**src/rtl/alarm_controller.sv**
```systemverilog
// Arming/alarm controller fed by the 8-zone priority encoder.
// Optional ALARM_LOG_EN macro builds the saturating alarm event counter.
module alarm_controller #(
    parameter int EXIT_TICKS  = 10,
    parameter int ENTRY_TICKS = 8,
    parameter int SIREN_TICKS = 20,
    parameter int CNT_W       = 16
) (
    input  logic       clk,
    input  logic       rst_n,
    input  logic       tick,
    input  logic       arm,
    input  logic       disarm,
    input  logic [2:0] intruder_zone,
    input  logic       valid,
    output logic [2:0] state,
    output logic       armed,
    output logic       siren,
    output logic [2:0] alarm_zone,
    output logic       alarm_mem,
    output logic [7:0] alarm_count
);

    typedef enum logic [2:0] {
        S_DISARMED = 3'd0,
        S_EXIT     = 3'd1,
        S_ARMED    = 3'd2,
        S_ENTRY    = 3'd3,
        S_ALARM    = 3'd4
    } state_t;

    localparam logic [CNT_W-1:0] EXIT_N  = CNT_W'(EXIT_TICKS);
    localparam logic [CNT_W-1:0] ENTRY_N = CNT_W'(ENTRY_TICKS);
    localparam logic [CNT_W-1:0] SIREN_N = CNT_W'(SIREN_TICKS);
    localparam logic [CNT_W-1:0] ONE     = CNT_W'(1);

    state_t           st;
    logic [CNT_W-1:0] timer;
    logic             expire;
    logic             zone_hot;

    // A dwell ends on the tick that finds the timer at 1.
    assign expire   = tick && (timer == ONE);
    // Any zone other than the entry door trips the alarm at once.
    assign zone_hot = valid && (intruder_zone != 3'd0);

    // Main FSM: disarm overrides everything, zone events beat timer expiry.
    always_ff @(posedge clk or negedge rst_n) begin
        if (!rst_n) begin
            st         <= S_DISARMED;
            timer      <= '0;
            alarm_zone <= 3'd0;
            alarm_mem  <= 1'b0;
        end else if (disarm) begin
            st         <= S_DISARMED;
            timer      <= '0;
            alarm_zone <= 3'd0;
            alarm_mem  <= 1'b0;
        end else begin
            case (st)
                S_DISARMED: begin
                    if (arm) begin
                        st    <= S_EXIT;
                        timer <= EXIT_N;
                    end
                end
                S_EXIT: begin
                    if (expire) begin
                        st    <= S_ARMED;
                        timer <= '0;
                    end else if (tick) begin
                        timer <= timer - ONE;
                    end
                end
                S_ARMED: begin
                    if (valid) begin
                        // First cause is kept until disarm.
                        if (!alarm_mem) alarm_zone <= intruder_zone;
                        alarm_mem <= 1'b1;
                        if (intruder_zone == 3'd0) begin
                            st    <= S_ENTRY;
                            timer <= ENTRY_N;
                        end else begin
                            st    <= S_ALARM;
                            timer <= SIREN_N;
                        end
                    end
                end
                S_ENTRY: begin
                    if (zone_hot || expire) begin
                        st    <= S_ALARM;
                        timer <= SIREN_N;
                    end else if (tick) begin
                        timer <= timer - ONE;
                    end
                end
                S_ALARM: begin
                    if (expire) begin
                        st    <= S_ARMED;
                        timer <= '0;
                    end else if (tick) begin
                        timer <= timer - ONE;
                    end
                end
                default: begin
                    st    <= S_DISARMED;
                    timer <= '0;
                end
            endcase
        end
    end

    assign state = st;
    assign armed = (st == S_ARMED) || (st == S_ENTRY) || (st == S_ALARM);
    assign siren = (st == S_ALARM);

`ifdef ALARM_LOG_EN
    logic enter_alarm;

    assign enter_alarm = !disarm &&
        (((st == S_ARMED) && zone_hot) ||
         ((st == S_ENTRY) && (zone_hot || expire)));

    // Saturating count of ALARM entries; only reset clears it.
    always_ff @(posedge clk or negedge rst_n) begin
        if (!rst_n) begin
            alarm_count <= 8'd0;
        end else if (enter_alarm && (alarm_count != 8'hFF)) begin
            alarm_count <= alarm_count + 8'd1;
        end
    end
`else
    assign alarm_count = 8'd0;
`endif

endmodule

```
**config.mk**
```make
export PLATFORM = sky130hd
export DESIGN_NAME = alarm_controller
export DESIGN_NICKNAME = d
export VERILOG_FILES = /design/src/rtl/alarm_controller.sv
export SDC_FILE = /design/constraint.sdc
export NUM_CORES = 1
export LEC_CHECK = 0
export BUFFER_PORTS_ARGS = -buffer_cell sky130_fd_sc_hd__buf_2
export CORE_ASPECT_RATIO = 1.75
export CORE_MARGIN = 2
export CORE_UTILIZATION = 40
export CTS_CLUSTER_DIAMETER = 40
export DETAILED_ROUTE_END_ITERATION = 7
export GPL_TIMING_DRIVEN = 0
export PLACE_DENSITY = 0.68
export REMOVE_ABC_BUFFERS = 1
export SLEW_MARGIN = 20
export SYNTH_ARGS = -nofsm -noshare
export SYNTH_HDL_FRONTEND = slang
export SYNTH_SLANG_ARGS = --single-unit
```
**constraint.sdc**
```tcl
create_clock -name clk -period 6.5 [get_ports clk]
set_input_delay 0.325 -clock clk [delete_from_list [all_inputs] [get_ports clk]]
set_output_delay 0.325 -clock clk [all_outputs]
set_load 0.01 [all_outputs]
```
==> results.md, run 1 <==
- Critical path capture point type: register
- Crit-path max FO: 19
- Fin area: 1632 µm²
- Leak pwr: 0.7589 nW
- Final setup vio count: 0
- Die height: 85.79 µm
- Final nets: 198
- Clk Latency, worst-skew pair: 260 ps
- GRT Total Usage: 0.1648
- Clock skew: 2.554 ps
- Slew @ Worst Pin: 1057 ps
- Area of the multi-input gates: 849.6 µm²
- Max transition margin: 0.2851
- Register area: 575.6 µm²
- Die area: 4352 µm²
- Critical path buffers and inverters: 0
- Mapped Cells: 175
- Cell family with the largest share of critical-path delay: simple AND/OR/NAND/NOR gates
- CTS clk-pin slew, worst paths: 80 ps
- Biggest area consumer among synthesized cells: dfrtp_1
- CTS resizes: 0
- Peak VDD IR: 0.2112 mV
- Post-CTS Setup Inserts: 0
- Via count: 1,306
- Clock root buffer: clkbuf_8
- Grt ovf: 0
- Register area share after synthesis: 0.3764
- Netlist cell types: 52
- Setup CP Type: register to register
- Max Root-Sink Buffers: 2
- Area after DPL: 1587 µm²
- Synthesis-to-layout area growth: 6.710%
- Final max-slew violation count: 0
- Post-DP HPWL: 2.469 mm
- Residual DRC: 0
- #FFs+latches synth: 23
- Worst EP required: 6650 ps
- I/O Buffers: 17
- Tcrit/Tclk final: 0.4043
- First-pass GRT wire length: 5.602 mm
- Routability cong.: 0.7511
- Starting Density: 0.4214
- Top-area cell type share of the netlist area: 0.3764
- Io pins: 26
- Largest net degree at the start of global routing: 24
- Routed len/inst: 14.47 µm
- Setup crit start: timer[8]
- Tmin final: 2628 ps
- Endpoints failing hold: 0
- Pwr per Cell Area: 376.6 nW/µm²
- # diodes: 0
- CORE AREA: 3628 µm²
- Post-DRT Antenna Nets: 0
- Syn. warnings: 0
- # H-tree levels: 1
- Post-synth EDFFs: 0
- CTS tree: built
- Setup TNS Final: 0 ps
- Critical path arrival: 2780 ps
- Die width: 50.74 µm
- Num CTS Buffers: 3
- Top-count cell post-synth: dfrtp_1
- Total power: 0.6145 mW
- Share of cells above drive strength 1: 0.1505
- FF-to-FF Start: timer[8]
- Ys async rst share: 1.000
- Synth Flop Type: dfrtp_1
- Max cap viols: 0
- Total clock sinks: 23
- Main area contributors after synthesis: dfrtp_1 38%, buf_4 3.9%, a31oi_1 3.7%, nand2_1 3.2%, nor2_1 3.2%
- Filler cells: 365
- Number of global-route vias before repair: 1,240
- Initial antenna violation count: 0
- Commonest cells post-synth: 23 x dfrtp_1, 13 x nand2_1, 13 x nor2_1
- Final hold slack: 30.02 ps
- # hold bufs at CTS: 0
- Drt total wl: 3.356 mm
- Cell Chain, Critical Path: or4_4, or3_1, o21a_1, and3_1, a211o_1
- DRT iter0 DRCs: 47
- Status: finished, final reports clean
- FMAX: 380.6 MHz
- Router iterations before antenna repair: 4
- HP Class: input port to asynchronous set/reset pin
- DR vias/cell: 5.629
- Post-Syn Area: 1529 µm²
- Critical path's largest stage delay: 580 ps
- Slowest CP cell: or4_4
- RSZ-0062 raised after global routing: false
- # rows: 29
- Post-synthesis average cell area: 8.737 µm²
- CP Launch Type: register
-- worst paths after layout --
path	depth (start not counted)	slack, ps	endpoint
max in group asynchronous	1	6120	timer[12]
setup / recovery	5	3870	timer[12]
hold reg to reg	1	500	timer[11]
setup reg to reg	5	3870	timer[12]
min in group clk	3	350	alarm_zone[2]
hold / removal	1	30	timer[9]
-- report_power, final --
| part | total, mW | switching (mW) | internal, mW |
|---|---|---|---|
| clock | 0.0899 | 0.0462 | 0.0437 |
| combinational | 0.296 | 0.175 | 0.121 |
| sequential | 0.228 | 0.0521 | 0.176 |
| total | 0.615 | 0.273 | 0.341 |
-- metrics by stage --
step	utilization	std cells	worst slack, ps
2_1_floorplan	-	165	4167
3_3_place_gp	0.4372	228	3906
3_5_place_dp	0.4372	228	3898
4_1_cts	0.4497	232	3877
5_1_grt	0.4497	232	3773
6_report	0.4497	232	3872
-- registers in the layout, indices dropped and copies added, names as in the netlist --
signal      cells
timer          16
alarm_zone      3
alarm_mem       1
state           3
-- worst register-to-register path, cell delays in order (launching register included) --
cell     delay [ps]
dfrtp_1         460
or4_4           580
or3_1           460
o21a_1          470
and3_1          290
a211o_1         260
-- area by class of cell --
class,instances,area share
multi-input cells,137,0.5207
flip-flops and latches,23,0.3528
repair buffers,17,0.05215
well taps,46,0.03528
clock buffers,4,0.02761
inverters,5,0.01150
-- cell usage in the layout (no fill, tap or decap), types with 2 or more instances in the layout --
cell / n
conb_1: 8
o32a_1: 2
ha_1: 2
clkbuf_8: 3
o21a_1: 2
a31oi_1: 9
or3_1: 4
nor3_1: 9
dfrtp_1: 23
inv_1: 5
or2_2: 4
nor4_1: 4
nor2_1: 13
mux2i_1: 4
nand2_1: 13
buf_2: 17
o21ai_0: 8
nand2b_1: 6
a21oi_1: 9
a21o_1: 5
nand3_1: 4
o211ai_1: 2
a22o_1: 2
and3_1: 2
-- cell families after synthesis --
logic type / share of synthesized area
other: 0.002453
adder cells (fa/ha/maj): 0.01636
AND/OR/NAND/NOR: 0.2332
multiplexers: 0.02619
buffers and inverters: 0.08510
flip-flops: 0.3764
AO/OA/AOI/OAI: 0.2488
XOR/XNOR: 0.01146
-- metal layers --
metal | routed length (µm) | track usage | up-vias | part of all wire
met4 | 26 | 0.05160 | 0 | 0.0077
li1 | - | - | 649 | -
met2 | 1824 | 0.3086 | 26 | 0.54
met5 | 0 | 0 | - | 0
met3 | 86 | 0.01568 | 4 | 0.026
met1 | 1418 | 0.1921 | 627 | 0.42
Power figures use the tool's default switching activity.
==> run 2, diff against run 1 <==
==> constraint.sdc (replaced) <==
create_clock -name clk -period 2.6 [get_ports clk]
set_input_delay 0.13 -clock clk [delete_from_list [all_inputs] [get_ports clk]]
set_output_delay 0.13 -clock clk [all_outputs]
set_load 0.01 [all_outputs]
==> run 2 against run 1 <==
  * Critical path depth unchanged
  * Via count rose by 1.1%
  * Maximum frequency is 5.8% higher
  * Register-to-register slack got worse by 3800 ps
  * Non-clock buffer count rose by 1
  * Sequential share of layout area fell by 0.37 points
  * Die area did not move
  * Critical path type unchanged
  * Critical endpoint unchanged
==> results.md, run 2 (synthesized netlist as in run 1, its figures left out) <==
- Hold path cells: 3
- Number of global-route vias before repair: 1,240
- Clock root buffer: clkbuf_8
- Num CTS Buffers: 3
- Worst reg-to-reg path cell count: 5
- Register bank with the most flops: timer
- Area of the multi-input gates: 857.1 µm²
- Worst EP required: 2750 ps
- Filler cells: 367
- Via count: 1,321
- Setup CP Type: register to register
- Dpl cells: 228
- Die area: 4352 µm²
- Routed len/inst: 14.61 µm
- Io pins: 26
- I/O Buffers: 17
- Tcrit/Tclk final: 0.9554
- Final max-slew violation count: 0
- Post-DRT Antenna Nets: 0
- Register area: 575.6 µm²
- Layout Cells excl Fill: 233
- Routability cong.: 0.7511
- CTS clk-pin slew, worst paths: 80 ps
- First-pass GRT wire length: 5.602 mm
- Final nets: 199
- RSZ-0062 raised after global routing: false
- DRT iter0 DRCs: 52
- Final WS setup: 116.0 ps
- Max cap viols: 0
- Clock skew: 3.260 ps
- CTS tree: built
- Die width: 50.74 µm
- Critical path capture point type: register
- FMAX: 402.6 MHz
- Final hold slack: 152.0 ps
- Grt ovf: 0
- Residual DRC: 0
- Share of cells above drive strength 1: 0.1604
- Router iterations before antenna repair: 4
- CP Launch Type: register
- DR vias/cell: 5.670
- Critical path arrival: 2640 ps
- Clk Latency, worst-skew pair: 270 ps
- Post-DP HPWL: 2.469 mm
- Dpl ws: -2.480 ps
- Worst path depth: 5
- HP Class: input port to register
- Critical path buffers and inverters: 0
- Largest net degree at the start of global routing: 24
- # diodes: 0
- Max reg flops: 16
- Max transition margin: 0.3679
- Endpoints failing hold: 0
- Total clock sinks: 23
- Pwr per Cell Area: 939.8 nW/µm²
- Starting Density: 0.4214
- Util after Layout: 0.4545
- Status: finished, final reports clean
- Drt total wl: 3.404 mm
- CORE AREA: 3628 µm²
- Cell Chain, Critical Path: or4_4, or3_1, o21a_2, and3_1, a211o_1
- Slew @ Worst Pin: 939.5 ps
- Tmin final: 2484 ps
- # H-tree levels: 1
- Peak VDD IR: 0.5317 mV
- Critical path's largest stage delay: 580 ps
- Fin area: 1649 µm²
- Most common cell after layout, fill and taps aside: dfrtp_1
- Synthesis-to-layout area growth: 7.856%
- GRT Total Usage: 0.1648
- Area after DPL: 1587 µm²
- Slowest CP cell: or4_4
- Leak pwr: 0.7663 nW
- Max Root-Sink Buffers: 2
- Cell family with the largest share of critical-path delay: simple AND/OR/NAND/NOR gates
- Crit-path max FO: 19
- Die height: 85.79 µm
- Commonest non-fill, non-tap cells in the layout: 23 x dfrtp_1, 17 x buf_2, 13 x nand2_1, 13 x nor2_1
- Final setup vio count: 0
- Initial antenna violation count: 0
- # rows: 29
==> run 2: path summary, 6_finish.rpt <==
path	start	endpoint	slack, ps
min in group asynchronous	rst_n	timer[9]	360
worst max register to register	timer[8]	timer[12]	120
worst min register to register	timer[11]	timer[11]	500
max in group asynchronous	rst_n	alarm_zone[0]	1880
worst min-delay path	intruder_zone[2]	alarm_zone[2]	150
worst max-delay path	timer[8]	timer[12]	120
==> run 2: where the power goes <==
| group | leakage (nW) | internal, mW | switching (mW) | total (mW) |
|---|---|---|---|---|
| Clock | 0.0228 | 0.110 | 0.118 | 0.228 |
| Combinational | 0.430 | 0.307 | 0.442 | 0.749 |
| Sequential | 0.313 | 0.441 | 0.132 | 0.572 |
==> run 2: area by class of cell <==
class | instances | area share
Clock buffer | 4 | 0.02731
Sequential cell | 23 | 0.3490
Tap cell | 46 | 0.03490
Inverter | 5 | 0.01138
Multi-Input combinational cell | 137 | 0.5197
Timing Repair Buffer | 18 | 0.05766
==> run 2: layer usage <==
layer,vias to the layer above,wire length [µm],GRT usage
li1,655,-,-
met1,628,1437,0.1921
met2,33,1828,0.3086
met3,5,104,0.01568
met4,0,34,0.05160
met5,-,0,0
==> run 2: stage by stage <==
stage          TNS (ps)  power, mW
2_1_floorplan         0      1.111
3_3_place_gp          0      1.306
3_5_place_dp     -2.480      1.314
4_1_cts               0      1.543
5_1_grt               0      1.679
6_report              0      1.550
==> run 2: worst register-to-register path: stages, from the launching register on <==
cell     delay [ps]
dfrtp_1         450
or4_4           580
or3_1           460
o21a_2          390
and3_1          220
a211o_1         260
==> run 2: what timing repair did <==
item,CTS,global route
setup buffers,0,0
hold buffers,1,0
gates resized for setup,1,1
setup endpoints to repair,1,1
endpoints found under the hold margin,23,0
==> run 3, diff against run 2 <==
--- a/config.mk
+++ b/config.mk
@@ -11,7 +11,6 @@
 export CORE_UTILIZATION = 40
 export CTS_CLUSTER_DIAMETER = 40
 export DETAILED_ROUTE_END_ITERATION = 7
-export GPL_TIMING_DRIVEN = 0
 export PLACE_DENSITY = 0.68
 export REMOVE_ABC_BUFFERS = 1
 export SLEW_MARGIN = 20
==> run 3 against run 2 <==
  * Maximum frequency up 5.7%
  * Global-route usage up 2.3 points
  * Flip-flop and latch count did not move
  * Design area up 3.2%
  * First-iteration DRC count up 19%
  * Via count is 4.7% higher
  * Register-to-register slack improved by 130 ps
  * Hold slack gained 0.76 ps
  * Sequential power fell by 4.7%
  * Non-clock buffer count up 8
==> results.md, run 3 (synthesized netlist as in run 1, its figures left out) <==
- Status: finished, final reports clean
- Routability cong.: 0.7863
- Max Root-Sink Buffers: 2
- Leak pwr: 0.8043 nW
- Max reg flops: 16
- DRT iter0 DRCs: 62
- Most common cell after layout, fill and taps aside: dfrtp_1
- CTS tree: built
- Slew @ Worst Pin: 540.8 ps
- FMAX: 425.6 MHz
- # H-tree levels: 1
- RSZ-0062 raised after global routing: false
- Met2 GRT Util: 0.3469
- Tcrit/Tclk final: 0.9036
- CTS resizes: 0
- Via count: 1,383
- # hold bufs at CTS: 1
- # diodes: 0
- R2r endpoint: timer[1]
- Setup TNS Final: 0 ps
- Clock power share: 0.141
- HP Class: input port to register
- Switching pwr: 0.7058 mW
- Max transition margin: 0.6395
- Residual DRC: 0
- I/O Buffers: 17
- Post-CTS Setup Inserts: 0
- Peak VDD IR: 0.5353 mV
- Hold Path Sink: alarm_zone[2]
- Final setup vio count: 0
- CORE AREA: 3628 µm²
- Synthesis-to-layout area growth: 11.29%
- Hold path cells: 3
- Worst EP required: 2750 ps
- Starting Density: 0.4214
- Largest net degree at the start of global routing: 24
- Io pins: 26
- Die area: 4352 µm²
- Grt ovf: 0
- Worst reg-to-reg path cell count: 5
- Commonest non-fill, non-tap cells in the layout: 23 x dfrtp_1, 17 x buf_2, 13 x nand2_1, 13 x nor2_1
- Pwr per Cell Area: 946.5 nW/µm²
- Drt total wl: 3.654 mm
- Met3 usage: 0.02091
- Clock root buffer: clkbuf_8
- GRT Total Usage: 0.1878
- Initial antenna violation count: 0
- Total clock sinks: 23
- Total power: 1.611 mW
- Global routing's busiest layer: met2
- Combinational Power Share: 0.521
- DR vias/cell: 5.739
- Final max-slew violation count: 0
- Final nets: 207
- Switching portion of total power: 0.4382
- Critical path arrival: 2500 ps
- # rows: 29
- Routed len/inst: 15.16 µm
- Max cap viols: 0
- Int Power: 0.9048 mW
- Tmin final: 2349 ps
- Setup CP Type: register to register
- Reg power frac: 0.338
- Post-DP HPWL: 2.838 mm
- Clock skew: 2.401 ps
- Die width: 50.74 µm
- GRT met1 Usage: 0.2034
- R2r setup slk: 250 ps
- Critical path capture point type: register
- FF-to-FF Start: timer[8]
- Share of cells above drive strength 1: 0.1846
- Register bank with the most flops: timer
- Hold Path Origin: intruder_zone[2]
- CP Launch Type: register
- Router iterations before antenna repair: 4
- Number of global-route vias before repair: 1,376
- Crit-path max FO: 10
- Endpoints failing hold: 0
- CTS clk-pin slew, worst paths: 80 ps
- Clk Latency, worst-skew pair: 260 ps
- Num CTS Buffers: 3
- Post-DRT Antenna Nets: 0
- Die height: 85.79 µm
- First-pass GRT wire length: 6.285 mm
[run 3: cell types whose count changed in the layout (fill, tap and decap cells not counted), sizes merged]
cell / before / now
buf: 17 / 25
[run 3: worst max-delay path by stage]
| stage | start | to | slack, ps | depth (start not counted) |
|---|---|---|---|---|
| finish | timer[8] | timer[1] | 250 | 5 |
| global route | timer[8] | timer[1] | 130 | 5 |
| CTS | timer[8] | timer[1] | 260 | 5 |
| detailed placement | timer[8] | timer[1] | 280 | 5 |
| global placement | timer[8] | timer[1] | 310 | 5 |
| floorplan | timer[8] | timer[12] | 270 | 5 |
[run 3: layout make-up]
cell class                      count  area, µm²
Fill cell                         385       1927
Multi-Input combinational cell    137      849.6
Sequential cell                    23      575.6
Timing Repair Buffer               26      155.1
Tap cell                           46      57.56
Clock buffer                        4      45.04
Inverter                            5      18.77
[run 3: critical path, cell delays in order, from the launching register on]
cell	delay (ps)
dfrtp_1	440
or4_4	570
or3_1	440
o21a_1	280
buf_4	190
a221o_1	310
[run 3: power groups by stage]
stage,logic (mW),registers (mW),clock network [mW]
after floorplan,0.561,0.549,0
after global placement,0.826,0.551,0
after detailed placement,0.833,0.550,0
after CTS,0.841,0.545,0.229
after global routing,0.948,0.564,0.246
final,0.840,0.545,0.226
[run 3: per-layer routing]
metal / routed length, µm / vias to the layer above
li1: - / 677
met1: 1400 / 662
met2: 2038 / 30
met3: 86 / 14
met4: 129 / 0
met5: 0 / -
[run 3: per-stage QoR]
stage               instances  setup WS [ps]  hold WS, ps  utilization  area (µm²)
floorplan                 165          267.3       -165.6            -        1444
global placement          236          313.6        143.8       0.4538        1647
detailed placement        236          277.8        137.3       0.4538        1647
CTS                       241          259.3        150.1       0.4690        1702
global route              241          131.3        201.7       0.4690        1702
finish                    241          250.5        152.8       0.4690        1702
